## config.mk

```make
export PLATFORM = sky130hd
export DESIGN_NAME = emulib_ready_valid_rr_arbiter
export DESIGN_NICKNAME = d
export VERILOG_FILES = /design/src/rtl/emulib_ready_valid_rr_arbiter.sv
export SDC_FILE = /design/constraint.sdc
export NUM_CORES = 1
export LEC_CHECK = 0
export CAP_MARGIN = 40
export CELL_PAD_IN_SITES_DETAIL_PLACEMENT = 0
export CELL_PAD_IN_SITES_GLOBAL_PLACEMENT = 1
export CORE_MARGIN = 3
export CORE_UTILIZATION = 29
export CTS_CLUSTER_SIZE = 10
export DETAILED_ROUTE_END_ITERATION = 10
export HOLD_SLACK_MARGIN = 0.06
export MAX_ROUTING_LAYER = met4
export PLACE_DENSITY = 0.89
export SETUP_SLACK_MARGIN = 0.3
export SKIP_LAST_GASP = 1
export SLEW_MARGIN = 20
export SYNTH_ARGS = -nofsm -noshare
export SYNTH_HDL_FRONTEND = slang
export SYNTH_SLANG_ARGS = --single-unit
```

## constraint.sdc

```tcl
create_clock -name clk -period 2.6 [get_ports clk]
set_input_delay 0.52 -clock clk [delete_from_list [all_inputs] [get_ports clk]]
set_output_delay 0.52 -clock clk [all_outputs]
set_load 0.005 [all_outputs]
```

## src/rtl/emulib_ready_valid_rr_arbiter.sv

```systemverilog
// Round-robin N-to-1 ready/valid arbiter with a one-entry registered output stage.
// Optional packet locking is enabled with `define EMULIB_RV_ARB_LOCK_EN (adds i_last/o_last).
module emulib_ready_valid_rr_arbiter #(
  parameter int BRANCHES   = 2,
  parameter int DATA_WIDTH = 32,
  parameter int SEL_WIDTH  = $clog2(BRANCHES)
) (
  input  logic                           clk,
  input  logic                           rstn,
  input  logic [BRANCHES-1:0]            i_valid,
  output logic [BRANCHES-1:0]            i_ready,
  input  logic [BRANCHES*DATA_WIDTH-1:0] i_data,
`ifdef EMULIB_RV_ARB_LOCK_EN
  input  logic [BRANCHES-1:0]            i_last,
  output logic                           o_last,
`endif
  output logic                           o_valid,
  input  logic                           o_ready,
  output logic [DATA_WIDTH-1:0]          o_data,
  output logic [SEL_WIDTH-1:0]           o_sel
);

  // Handshake: a beat moves when valid && ready in the same cycle; valid never
  // waits on ready, and a held o_valid keeps o_data/o_sel stable until taken.
  logic                 load;
  logic                 found;
  logic                 in_hs;
  logic                 beat_last;
  logic [BRANCHES-1:0]  grant;
  logic [SEL_WIDTH-1:0] ptr;
  logic [SEL_WIDTH-1:0] ptr_next;
  logic [SEL_WIDTH-1:0] grant_idx;
  logic [SEL_WIDTH-1:0] cand;
  logic [SEL_WIDTH:0]   sum;
`ifdef EMULIB_RV_ARB_LOCK_EN
  logic                 locked;
  logic [SEL_WIDTH-1:0] lock_sel;
`endif

  assign load = !o_valid || o_ready;

  // Search starts at ptr and wraps; one extra bit in sum holds ptr+i before the modulo fold.
  always_comb begin
    grant     = '0;
    grant_idx = '0;
    found     = 1'b0;
    sum       = '0;
    cand      = '0;
    for (int i = 0; i < BRANCHES; i++) begin
      sum = {1'b0, ptr} + (SEL_WIDTH+1)'(i);
      if (sum >= (SEL_WIDTH+1)'(BRANCHES)) begin
        sum = sum - (SEL_WIDTH+1)'(BRANCHES);
      end
      cand = sum[SEL_WIDTH-1:0];
      if (!found && i_valid[cand]) begin
        found     = 1'b1;
        grant_idx = cand;
      end
    end
`ifdef EMULIB_RV_ARB_LOCK_EN
    if (locked) begin
      found     = i_valid[lock_sel];
      grant_idx = lock_sel;
    end
`endif
    if (found) begin
      grant[grant_idx] = 1'b1;
    end
  end

  always_comb begin
    i_ready = '0;
    if (rstn && load) begin
      i_ready = grant;
    end
  end

  always_comb begin
    beat_last = 1'b1;
`ifdef EMULIB_RV_ARB_LOCK_EN
    beat_last = i_last[grant_idx];
`endif
  end

  assign in_hs    = found && load && rstn;
  assign ptr_next = (grant_idx == SEL_WIDTH'(BRANCHES-1)) ? '0 : grant_idx + SEL_WIDTH'(1);

  always_ff @(posedge clk or negedge rstn) begin
    if (!rstn) begin
      o_valid  <= 1'b0;
      o_data   <= '0;
      o_sel    <= '0;
      ptr      <= '0;
`ifdef EMULIB_RV_ARB_LOCK_EN
      o_last   <= 1'b0;
      locked   <= 1'b0;
      lock_sel <= '0;
`endif
    end else begin
      if (in_hs) begin
        o_valid <= 1'b1;
        o_data  <= i_data[grant_idx*DATA_WIDTH +: DATA_WIDTH];
        o_sel   <= grant_idx;
        // Inside a locked packet the pointer only moves once the last beat is taken.
        if (beat_last) begin
          ptr <= ptr_next;
        end
`ifdef EMULIB_RV_ARB_LOCK_EN
        o_last   <= beat_last;
        locked   <= !beat_last;
        lock_sel <= grant_idx;
`endif
      end else if (o_ready) begin
        o_valid <= 1'b0;
      end
    end
  end

endmodule

```

### Yosys cells after proc, flatten, opt, wreduce, memory -nomap -nowiden

Index checks and enable logic that the tools add are counted.

| storage, ports and cells | value |
|---|---|
| register bits | 35 |
| bits of input ports | 69 |
| word-level logic and storage cells | 41 |

| operators by class | value |
|---|---|
| add/subtract/negate cells | 4 |
| order comparisons | 6 |
| shift-type cells | 1 |
| muxes and demuxes | 17 |
| reductions and logical operators | 9 |

Operators with widths:

| operator | number |
|---|---|
| 64-bit by 7-bit indexed part select with 32-bit output | 1 |
| 1-bit 2-to-1 mux | 14 |
| 1-bit by 2-bit < comparator with 1-bit output (second input constant) | 3 |
| 1-bit logical AND | 5 |
| 2-bit 2-to-1 mux | 2 |
| 1-bit by 1-bit adder with 2-bit output (second input constant) | 1 |
| 1-bit by 2-bit greater-or-equal comparator with 1-bit output (second input constant) | 1 |
| 2-bit greater-or-equal comparator (second input constant) | 1 |
| 1-bit logical NOT | 2 |
| 2-bit nonzero test | 1 |
| 1-bit subtractor (second input constant) | 2 |
| 1-bit adder (second input constant) | 1 |
| 1-bit demux with 1-bit select | 1 |
| 1-bit greater-or-equal comparator (second input constant) | 1 |
| 1-bit logical OR | 1 |

### Depth between registers and ports, before layout

Gate-level depths: netlist (run 1).

| depth | value |
|---|---|
| word-level depth | 14 |
| depth in mapped cells | 6 |
| depth with buffers taken out | 3 |

### Worst setup path before layout (run 1)

Ideal clock, no wire load.

| timing path | value |
|---|---|
| path type | input to output |
| start | in i_valid[0] |
| end | out i_ready[1] |
| arrival time | 1,284 ps |
| path slack | 796 ps |
| stages | 4 |
| buffers on the path | 2 |
| cell sequence | nor2b_1 > buf_2 > nor4bb_1 > buf_2 |

| on the way | value |
|---|---|
| cells in the longest elaborated chain, start to end | 12 |

RTL lines:

| item | RTL line | source |
|---|---|---|
| start, declared | 10 | `input logic [BRANCHES-1:0] i_valid,` |
| 1-bit 2-to-1 mux (implied by the code) (2 in a row) | 55 | `if (!found && i_valid[cand]) begin` |
| 1-bit 2-to-1 mux | 55 |  |
| 1-bit logical NOT | 55 |  |
| 1-bit logical AND | 55 |  |
| 1-bit 2-to-1 mux | 55 |  |
| 1-bit by 2-bit < comparator with 1-bit output (implied by the code) / 1-bit greater-or-equal comparator (equally long branches) | 67 | `grant[grant_idx] = 1'b1;` |
| 1-bit logical AND (implied by the code) | 67 |  |
| 1-bit 2-to-1 mux (implied by the code) | 67 |  |
| 1-bit demux with 1-bit select | 67 |  |
| 2-bit 2-to-1 mux (*) | 66 | `if (found) begin` |
| 2-bit 2-to-1 mux (*) | 73 | `if (rstn && load) begin` |
| end, declared | 11 | `output logic [BRANCHES-1:0] i_ready,` |

Mark *: on every way between the ends. The rest lies on a longest branch, timed or not. The select of a mux whose other input is x is not followed.

### Final worst setup path (run 1)

| timing path | value |
|---|---|
| start | in o_ready |
| end | out i_ready[0] |

| on the way | value |
|---|---|
| cells in the longest elaborated chain, start to end | 3 |

RTL lines:

| item | RTL line | source |
|---|---|---|
| start, declared | 18 | `input logic o_ready,` |
| 1-bit logical OR | 40 | `assign load = !o_valid \|\| o_ready;` |
| 1-bit logical AND | 73 |  |
| 2-bit 2-to-1 mux | 73 |  |

Every way passes these cells.

==> impl_metrics.py, run 1 <==
metrics = {
    "floorplanning": {
        "core_area_sq_um": 5709,
        "fp.dieH_microns": 84.16,
        "start_util": 0.3103,
        "die_x_microns": 84.16,
        "ioPinCount": 105,
        "row_count": 27,
        "die_area_sq_um": 7083,
    },
    "worst_setup_path": {
        "crit_path_end_kind": "primary output",
        "cp-endpoint": "i_ready[0]",
        "r2r_slack_ns": 0.97,
        "path_buf_inv": 2,
        "reg2regPathDepth": 4,
        "path_delay_family": "buffers and inverters",
        "startpoint": "o_ready",
        "slowest_delay_ns": 0.43,
        "cp.required_ns": 2.08,
        "path_cells": "clkdlybuf4s50_1, nor2b_2, and4b_1, dlygate4sd2_1",
        "critPathKind": "input pin to primary output",
        "reg2reg_from": "o_valid",
        "cp.depth": 4,
        "crit_path_start_kind": "input pin",
        "arrival_ns": 1.70,
        "r2r-end": "o_data[20]",
        "crit_fanout": 3,
        "cpMaxStageDelayCell": "clkdlybuf4s50_1",
    },
    "global_route": {
        "antenna_found_initial": 0,
        "grt_pass1_vias": 1865,
        "grt_usage": 0.1631,
        "grt_pass1_wl_microns": 9073,
        "gr-total-overflow": 0,
        "grt_max_degree": 35,
    },
    "timing": {
        "finalSetupViolCount": 0,
        "setup-tns-final_ns": 0,
        "hold_viol_final": 0,
        "rsz0062_at_grt": "false",
        "fmax_mhz": 451.2,
        "report.final.slew_viol_count": 0,
        "period_needed_ns": 2.216,
        "worst_slew_pin_slew_ns": 0.3834,
        "fin_crit_sh": 0.8525,
        "finalClockSkew_ns": 0.007284,
        "relSlewSlack": 0.7444,
    },
    "hold_path": {
        "hold_class": "input pin to asynchronous set/reset pin",
    },
    "yosys": {
        "synth_adder_area_share": 0,
        "synth.distinct_cells": 17,
        "synth_top_family_by_area": "compound AO/OA/AOI/OAI gates",
        "synthCells": 169,
        "syn-cell-area_sq_um": 1772,
        "postSynthAreaPerCell_sq_um": 10.48,
        "ys_ff_latch": 35,
        "yosys.area_share.simple": 0.1843,
        "synth_xor_area_frac": 0,
        "synthTopCellsByArea": "dfrtp_1 (49%), a221o_1 (13%), nor4b_1 (11%), inv_1 (5.9%), a222oi_1 (5.1%)",
        "synth_top_area_frac": 0.4944,
        "synthMuxAreaShare": 0,
        "synth_nets": 238,
        "synth_compound_area_frac": 0.2006,
        "yosysWarnings": 0,
        "yosysSeqAreaShare": 0.4944,
        "yosysTopAreaCell": "dfrtp_1",
    },
    "drt": {
        "drt_first_pass_iters": 8,
        "wl_microns": 5660,
        "vias": 1770,
        "route.detailed.drc": 0,
        "drtIter0Drc": 83,
        "vias_per_cell": 5.130,
        "postRouteAntennaNets": 0,
        "post_drt_wl_per_cell_microns": 16.41,
    },
    "power_and_ir_drop": {
        "switching_share": 0.2713,
        "ir_drop_mv": 0.2261,
        "power_mw": 1.686,
        "comb_power_share": 0.349,
        "p_clk_frac": 0.224,
        "powerDensity_nw_per_um2": 568.1,
        "internal_power_mw": 1.229,
        "p_switching_mw": 0.4573,
        "p_leak_nw": 1.293,
        "power_frac_seq": 0.427,
    },
    "clock_network": {
        "insertion_delay_ns": 0.28,
        "cts_root_buffer": "clkbuf_8",
        "cts-htree-levels": 2,
        "clockBufferDepth": 2,
        "hold_buffers": 0,
        "cts.sinks": 35,
        "numCtsBuffers": 5,
        "clk_pin_slew_ns": 0.07,
        "postCtsSetupRepairBufs": 0,
        "cts_tree": "done",
        "ctsResizeCount": 2,
    },
    "place": {
        "place.gp.congestion": 0.7858,
        "dpl.cell_count": 337,
        "port_buffers": 104,
        "dp_hpwl_microns": 3967,
    },
    "layout": {
        "syn2layout_area_growth_pct": 67.51,
        "regArea_sq_um": 875.8,
        "drive_gt1_frac": 0.08059,
        "nNetsFinal": 341,
        "multi_input_area_sq_um": 699.4,
        "final_cell_mix": "clkdlybuf4s50_1 (101), dfrtp_1 (35), inv_1 (28)",
        "layout_commonest_cell": "clkdlybuf4s50_1",
        "diodes": 0,
        "post-route-util": 0.5198,
        "fillers": 548,
        "layoutNonFillerInstCount": 345,
    },
    "flow_run": {
        "max_cap_violations": 0,
    },
    "outcome": {
        "status": "finished clean",
    },
}
final cells by class:
class | count | share of cell area
repair buffers | 115 | 0.3761
inverters | 28 | 0.03541
clock inverters | 1 | 0.001686
well taps | 72 | 0.03035
flip-flops and latches | 35 | 0.2951
clock buffers | 7 | 0.02572
multi-input cells | 87 | 0.2357
how the worst min path moves through the flow:
| stage | from | endpoint | slack, ns | cells past startpoint |
|---|---|---|---|---|
| finish | rstn | o_data[11] | 0.25 | 2 |
| global route | rstn | o_data[7] | 0.26 | 2 |
| floorplan | rstn | o_data[0] | 0.22 | 0 |
| detailed placement | o_sel | o_sel | 0.47 | 1 |
| CTS | rstn | o_data[7] | 0.26 | 2 |
| global placement | o_sel | o_sel | 0.46 | 1 |
synth_stat cells (all sizes together):
cell type / n
nor2b: 2
nor4bb: 1
a221o: 23
o21ai: 1
nor4b: 23
a21o: 2
o221ai: 1
inv: 28
buf: 8
dfrtp: 35
nand2: 24
clkbuf: 11
and4b: 1
a222oi: 9
power by group through the flow:
stage               combinational, mW  sequential (mW)  clock (mW)
finish                          0.588            0.720       0.378
global route                    0.636            0.734       0.412
CTS                             0.593            0.721       0.395
detailed placement              0.593            0.726           0
global placement                0.581            0.728           0
floorplan                       0.199            0.731           0
metal layers:
| layer | global-route usage | routed length (microns) |
|---|---|---|
| met3 | 0.05790 | 427 |
| met5 | - | 0 |
| met2 | 0.2496 | 2607 |
| met4 | 0.04532 | 72 |
| met1 | 0.2042 | 2553 |
logic make-up (layout without fill, tap and decap cells):
kind of cell           after synthesis  in the layout
buffers and inverters               47            151
AOI/OAI and AO/OA                   36             36
DFF                                 35             35
and+or+nand+nor                     51             51
state kept, by name, summed over array words and instances, names as in the netlist:
signal and flops:
o_data 32, o_sel 1, o_valid 1, ptr 1
metrics by stage:
stage	cell area [sq um]	hold WS, ns	worst slack, ns
6_report	2968	0.2497	0.3835
2_1_floorplan	1772	0.2244	0.7958
5_1_grt	2968	0.2602	0.3281
4_1_cts	2959	0.2579	0.3613
3_3_place_gp	2880	0.4578	0.1116
3_5_place_dp	2880	0.4724	0.06793
Note: power is estimated with default switching activity, not from simulation.
==> run 2: changes to the inputs <==
--- a/config.mk
+++ b/config.mk
@@ -15,6 +15,7 @@
 export HOLD_SLACK_MARGIN = 0.06
 export MAX_ROUTING_LAYER = met4
 export PLACE_DENSITY = 0.89
+export REMOVE_ABC_BUFFERS = 1
 export SETUP_SLACK_MARGIN = 0.3
 export SKIP_LAST_GASP = 1
 export SLEW_MARGIN = 20
==> constraint.sdc (replaced) <==
create_clock -name clk -period 2.6 [get_ports clk]
set_input_delay 0.52 -clock clk [delete_from_list [all_inputs] [get_ports clk]]
set_output_delay 0.52 -clock clk [all_outputs]
set_load 0.1 [all_outputs]
==> impl_metrics.py, run 2 (synthesis results as in run 1) <==
metrics = {
    "layout": {
        "top_register": "o_data",
        "layout_commonest_cell": "clkdlybuf4s50_1",
        "layoutNonFillerInstCount": 346,
        "largest_reg_flops": 32,
        "diodes": 0,
        "fillers": 551,
        "multi_input_area_sq_um": 699.4,
        "nNetsFinal": 342,
        "final_cell_mix": "clkdlybuf4s50_1 (65), buf_4 (45), dfrtp_1 (35)",
        "drive_gt1_frac": 0.2190,
        "syn2layout_area_growth_pct": 66.45,
        "regArea_sq_um": 875.8,
    },
    "drt": {
        "drt_first_pass_iters": 4,
        "vias": 1741,
        "post_drt_wl_per_cell_microns": 15.87,
        "wl_microns": 5490,
        "route.detailed.drc": 0,
        "postRouteAntennaNets": 0,
        "drtIter0Drc": 143,
        "vias_per_cell": 5.032,
    },
    "place": {
        "dp_hpwl_microns": 3912,
        "port_buffers": 104,
        "dpl.cell_count": 336,
        "place.gp.congestion": 0.8080,
    },
    "global_route": {
        "antenna_found_initial": 0,
        "grt_pass1_wl_microns": 9170,
        "gr-total-overflow": 0,
        "grt_max_degree": 58,
        "grt_usage": 0.1634,
        "grt_pass1_vias": 1797,
    },
    "floorplanning": {
        "die_x_microns": 84.16,
        "start_util": 0.3103,
        "core_area_sq_um": 5709,
        "row_count": 27,
        "ioPinCount": 105,
        "fp.dieH_microns": 84.16,
        "die_area_sq_um": 7083,
    },
    "hold_path": {
        "hold_class": "input pin to asynchronous set/reset pin",
    },
    "timing": {
        "report.final.slew_viol_count": 0,
        "finalClockSkew_ns": 0.004262,
        "fmax_mhz": 446.6,
        "fin_crit_sh": 0.8613,
        "worst_slew_pin_slew_ns": 0.5851,
        "period_needed_ns": 2.239,
        "hold_viol_final": 0,
        "rsz0062_at_grt": "false",
        "finalSetupViolCount": 0,
        "relSlewSlack": 0.6100,
    },
    "clock_network": {
        "cts-htree-levels": 2,
        "insertion_delay_ns": 0.28,
        "numCtsBuffers": 5,
        "cts_tree": "done",
        "cts_root_buffer": "clkbuf_8",
        "clk_pin_slew_ns": 0.07,
        "cts.sinks": 35,
        "clockBufferDepth": 2,
    },
    "worst_setup_path": {
        "crit_path_start_kind": "input pin",
        "crit_path_end_kind": "primary output",
        "r2r_slack_ns": 0.89,
        "arrival_ns": 1.72,
        "crit_fanout": 3,
        "r2r-end": "o_data[1]",
        "reg2reg_from": "o_valid",
        "reg2regPathDepth": 4,
        "critPathKind": "input pin to primary output",
        "cp.required_ns": 2.08,
    },
    "power_and_ir_drop": {
        "ir_drop_mv": 0.4497,
        "p_leak_nw": 1.358,
        "powerDensity_nw_per_um2": 877.8,
        "power_mw": 2.589,
    },
    "flow_run": {
        "max_cap_violations": 0,
    },
    "outcome": {
        "status": "finished clean",
    },
}
-- run 2: worst max-delay path, stage by stage --
cell,delay (ns)
clkdlybuf4s50_1,0.55
nor4bb_4,0.31
buf_4,0.17
buf_12,0.17
-- run 2: area by class of cell --
class,instances,share of cell area
Inverter,28,0.03564
Clock buffer,6,0.02800
Sequential cell,35,0.2970
Tap cell,72,0.03055
Clock inverter,2,0.01188
Timing Repair Buffer,116,0.3598
Multi-Input combinational cell,87,0.2372
-- run 2: through the flow --
stage / instance area (sq um) / hold WS, ns / worst slack, ns / TNS, ns / util
5_1_grt: 2949 / 0.4717 / 0.3051 / 0 / 0.5165
3_5_place_dp: 2808 / 0.3376 / 0.2363 / 0 / 0.4918
4_1_cts: 2940 / 0.4378 / 0.3451 / 0 / 0.5150
2_1_floorplan: 1663 / 0.2244 / -2.749 / -43.52 / -
6_report: 2949 / 0.4341 / 0.3607 / 0 / 0.5165
3_3_place_gp: 2808 / 0.3359 / 0.2202 / 0 / 0.4918
-- run 2: what timing repair did --
action	in CTS	in global routing
hold endpoints to repair	1	0
resized for setup	2	1
pin swaps	0	0
hold buffers	1	0
buffers inserted	1	0
setup endpoints to repair	2	1
-- run 2: metal layers --
metal  share of wire  up-vias  global-route usage
met1            0.46      828              0.2253
met2            0.46       80              0.2403
met5               0        -                   -
li1                -      829                   -
met4          0.0056        0             0.03216
met3           0.073        4             0.04711
-- run 2: power by group --
group	leakage [nW]	total (mW)	internal (mW)	switching, mW
clock network	0.0612	0.503	0.310	0.193
logic	0.878	1.37	0.353	1.01
registers	0.419	0.720	0.654	0.0659
total	1.36	2.59	1.32	1.27
-- run 2: worst max path at each step --
stage	depth (start not counted)	to	slack, ns	start
after global placement	5	i_ready[1]	0.22	i_valid[0]
after detailed placement	5	i_ready[1]	0.24	o_ready
after CTS	4	i_ready[1]	0.35	i_valid[1]
after floorplan	3	o_data[22]	-2.75	o_valid
after global routing	4	i_ready[1]	0.31	i_valid[1]
final	4	i_ready[1]	0.36	i_valid[1]
==> run 3: changes to the inputs <==
--- a/config.mk
+++ b/config.mk
@@ -10,9 +10,9 @@
 export CELL_PAD_IN_SITES_GLOBAL_PLACEMENT = 1
 export CORE_MARGIN = 3
 export CORE_UTILIZATION = 29
+export CTS_BUF_LIST = sky130_fd_sc_hd__clkbuf_8 sky130_fd_sc_hd__clkbuf_16
 export CTS_CLUSTER_SIZE = 10
 export DETAILED_ROUTE_END_ITERATION = 10
-export HOLD_SLACK_MARGIN = 0.06
 export MAX_ROUTING_LAYER = met4
 export PLACE_DENSITY = 0.89
 export REMOVE_ABC_BUFFERS = 1
==> impl_metrics.py, run 3 (synthesis results as in run 1) <==
metrics = {
    "worst_setup_path": {
        "crit_path_end_kind": "primary output",
        "critPathKind": "input pin to primary output",
        "crit_path_start_kind": "input pin",
        "arrival_ns": 1.73,
        "crit_fanout": 3,
        "cp.required_ns": 2.08,
    },
    "hold_path": {
        "hold_class": "input pin to asynchronous set/reset pin",
    },
    "power_and_ir_drop": {
        "internal_power_mw": 1.317,
        "p_switching_mw": 1.271,
        "p_leak_nw": 1.354,
        "comb_power_share": 0.527,
        "powerDensity_nw_per_um2": 880.6,
        "power_frac_seq": 0.278,
        "p_clk_frac": 0.195,
        "switching_share": 0.4912,
        "power_mw": 2.588,
        "ir_drop_mv": 0.4492,
    },
    "floorplanning": {
        "core_area_sq_um": 5709,
        "fp.dieH_microns": 84.16,
        "ioPinCount": 105,
        "row_count": 27,
        "die_area_sq_um": 7083,
        "start_util": 0.3103,
        "die_x_microns": 84.16,
    },
    "timing": {
        "rsz0062_at_grt": "false",
        "finalClockSkew_ns": 0.004394,
        "relSlewSlack": 0.6120,
        "fin_crit_sh": 0.8639,
        "worst_slack_ns": 0.3538,
        "worst_slew_pin_slew_ns": 0.5820,
        "hold_viol_final": 0,
        "fmax_mhz": 445.2,
        "timing.hold.ws_ns": 0.04492,
        "finalSetupViolCount": 0,
        "period_needed_ns": 2.246,
        "report.final.slew_viol_count": 0,
    },
    "global_route": {
        "gr-total-overflow": 0,
        "grt_pass1_vias": 1793,
        "grt_max_degree": 58,
        "antenna_found_initial": 0,
        "grt_pass1_wl_microns": 9142,
        "grt_usage": 0.1629,
    },
    "clock_network": {
        "cts_root_buffer": "clkbuf_8",
        "cts_tree": "done",
        "clk_pin_slew_ns": 0.07,
        "numCtsBuffers": 5,
        "hold_buffers": 0,
        "cts.sinks": 35,
        "clockBufferDepth": 2,
        "cts-htree-levels": 2,
        "insertion_delay_ns": 0.28,
    },
    "drt": {
        "drt_first_pass_iters": 4,
        "vias_per_cell": 5.049,
        "top_layer_used": "met4",
        "post_drt_wl_per_cell_microns": 15.83,
        "drtIter0Drc": 140,
        "postRouteAntennaNets": 0,
        "met1_length_microns": 2583,
        "route.detailed.drc": 0,
        "wl_microns": 5460,
        "wl_met2_microns": 2438,
        "vias": 1742,
        "dr_wl_met3_microns": 406,
    },
    "layout": {
        "final_cell_mix": "clkdlybuf4s50_1 (65), buf_4 (45), dfrtp_1 (35)",
        "top_register": "o_data",
        "syn2layout_area_growth_pct": 65.89,
        "layoutNonFillerInstCount": 345,
        "layout_commonest_cell": "clkdlybuf4s50_1",
        "largest_reg_flops": 32,
        "drive_gt1_frac": 0.2198,
        "fillers": 551,
        "nNetsFinal": 341,
        "fin_area_sq_um": 2939,
        "diodes": 0,
    },
    "place": {
        "place.gp.congestion": 0.8080,
        "port_buffers": 104,
        "dpl.cell_count": 336,
        "pre_cts_ws_ns": 0.2363,
        "dp_hpwl_microns": 3912,
        "place_area_sq_um": 2808,
    },
    "flow_run": {
        "max_cap_violations": 0,
    },
    "outcome": {
        "status": "finished clean",
    },
}
run 3: cell count changes in the layout (fill, tap and decap cells not counted):
cell / previous run / this run
dlygate4sd3_1: 1 / 0
run 3: final timing paths:
path / from / endpoint / slack [ns] / cells after the start
min: rstn / ptr / 0.04 / 1
min in group clk: o_sel / o_sel / 0.48 / 1
max: i_valid[1] / i_ready[1] / 0.35 / 4
min reg2reg: o_sel / o_sel / 0.48 / 1
max in group asynchronous: rstn / o_data[26] / 1.77 / 2
max reg2reg: o_valid / o_data[1] / 0.89 / 4
run 3: final cells by class:
class,instances,area (sq um),share of cell area
repair buffers,115,1051,0.3576
flip-flops and latches,35,875.8,0.2980
multi-input cells,87,699.4,0.2380
inverters,28,105.1,0.03576
well taps,72,90.09,0.03065
clock buffers,6,82.58,0.02810
clock inverters,2,35.03,0.01192
run 3: power groups by stage:
stage               Combinational [mW]  Clock (mW)  Sequential, mW
global route                      1.42       0.543           0.737
detailed placement                1.37           0           0.726
floorplan                        0.190           0            1.51
finish                            1.36       0.504           0.720
CTS                               1.37       0.519           0.721
global placement                  1.36           0           0.730
run 3: per-stage QoR:
stage,TNS [ns],util
final,0,0.5148
after global routing,0,0.5148
after floorplan,-43.52,-
after CTS,0,0.5133
after detailed placement,0,0.4918
after global placement,0,0.4918
run 3: worst max-delay path, stage by stage:
cell and delay, ns:
clkdlybuf4s50_1 0.55, nor4bb_4 0.31, buf_4 0.17, buf_12 0.17
run 3: routing by layer:
| layer | vias up | track usage |
|---|---|---|
| met4 | 0 | 0.03216 |
| met1 | 830 | 0.2234 |
| met3 | 4 | 0.04711 |
| li1 | 828 | - |
| met2 | 80 | 0.2410 |
| met5 | - | - |
run 3: timing repair:
item / CTS / global route
resized for setup: 2 / 1
setup buffers: 1 / 0
setup endpoints to repair: 2 / 1
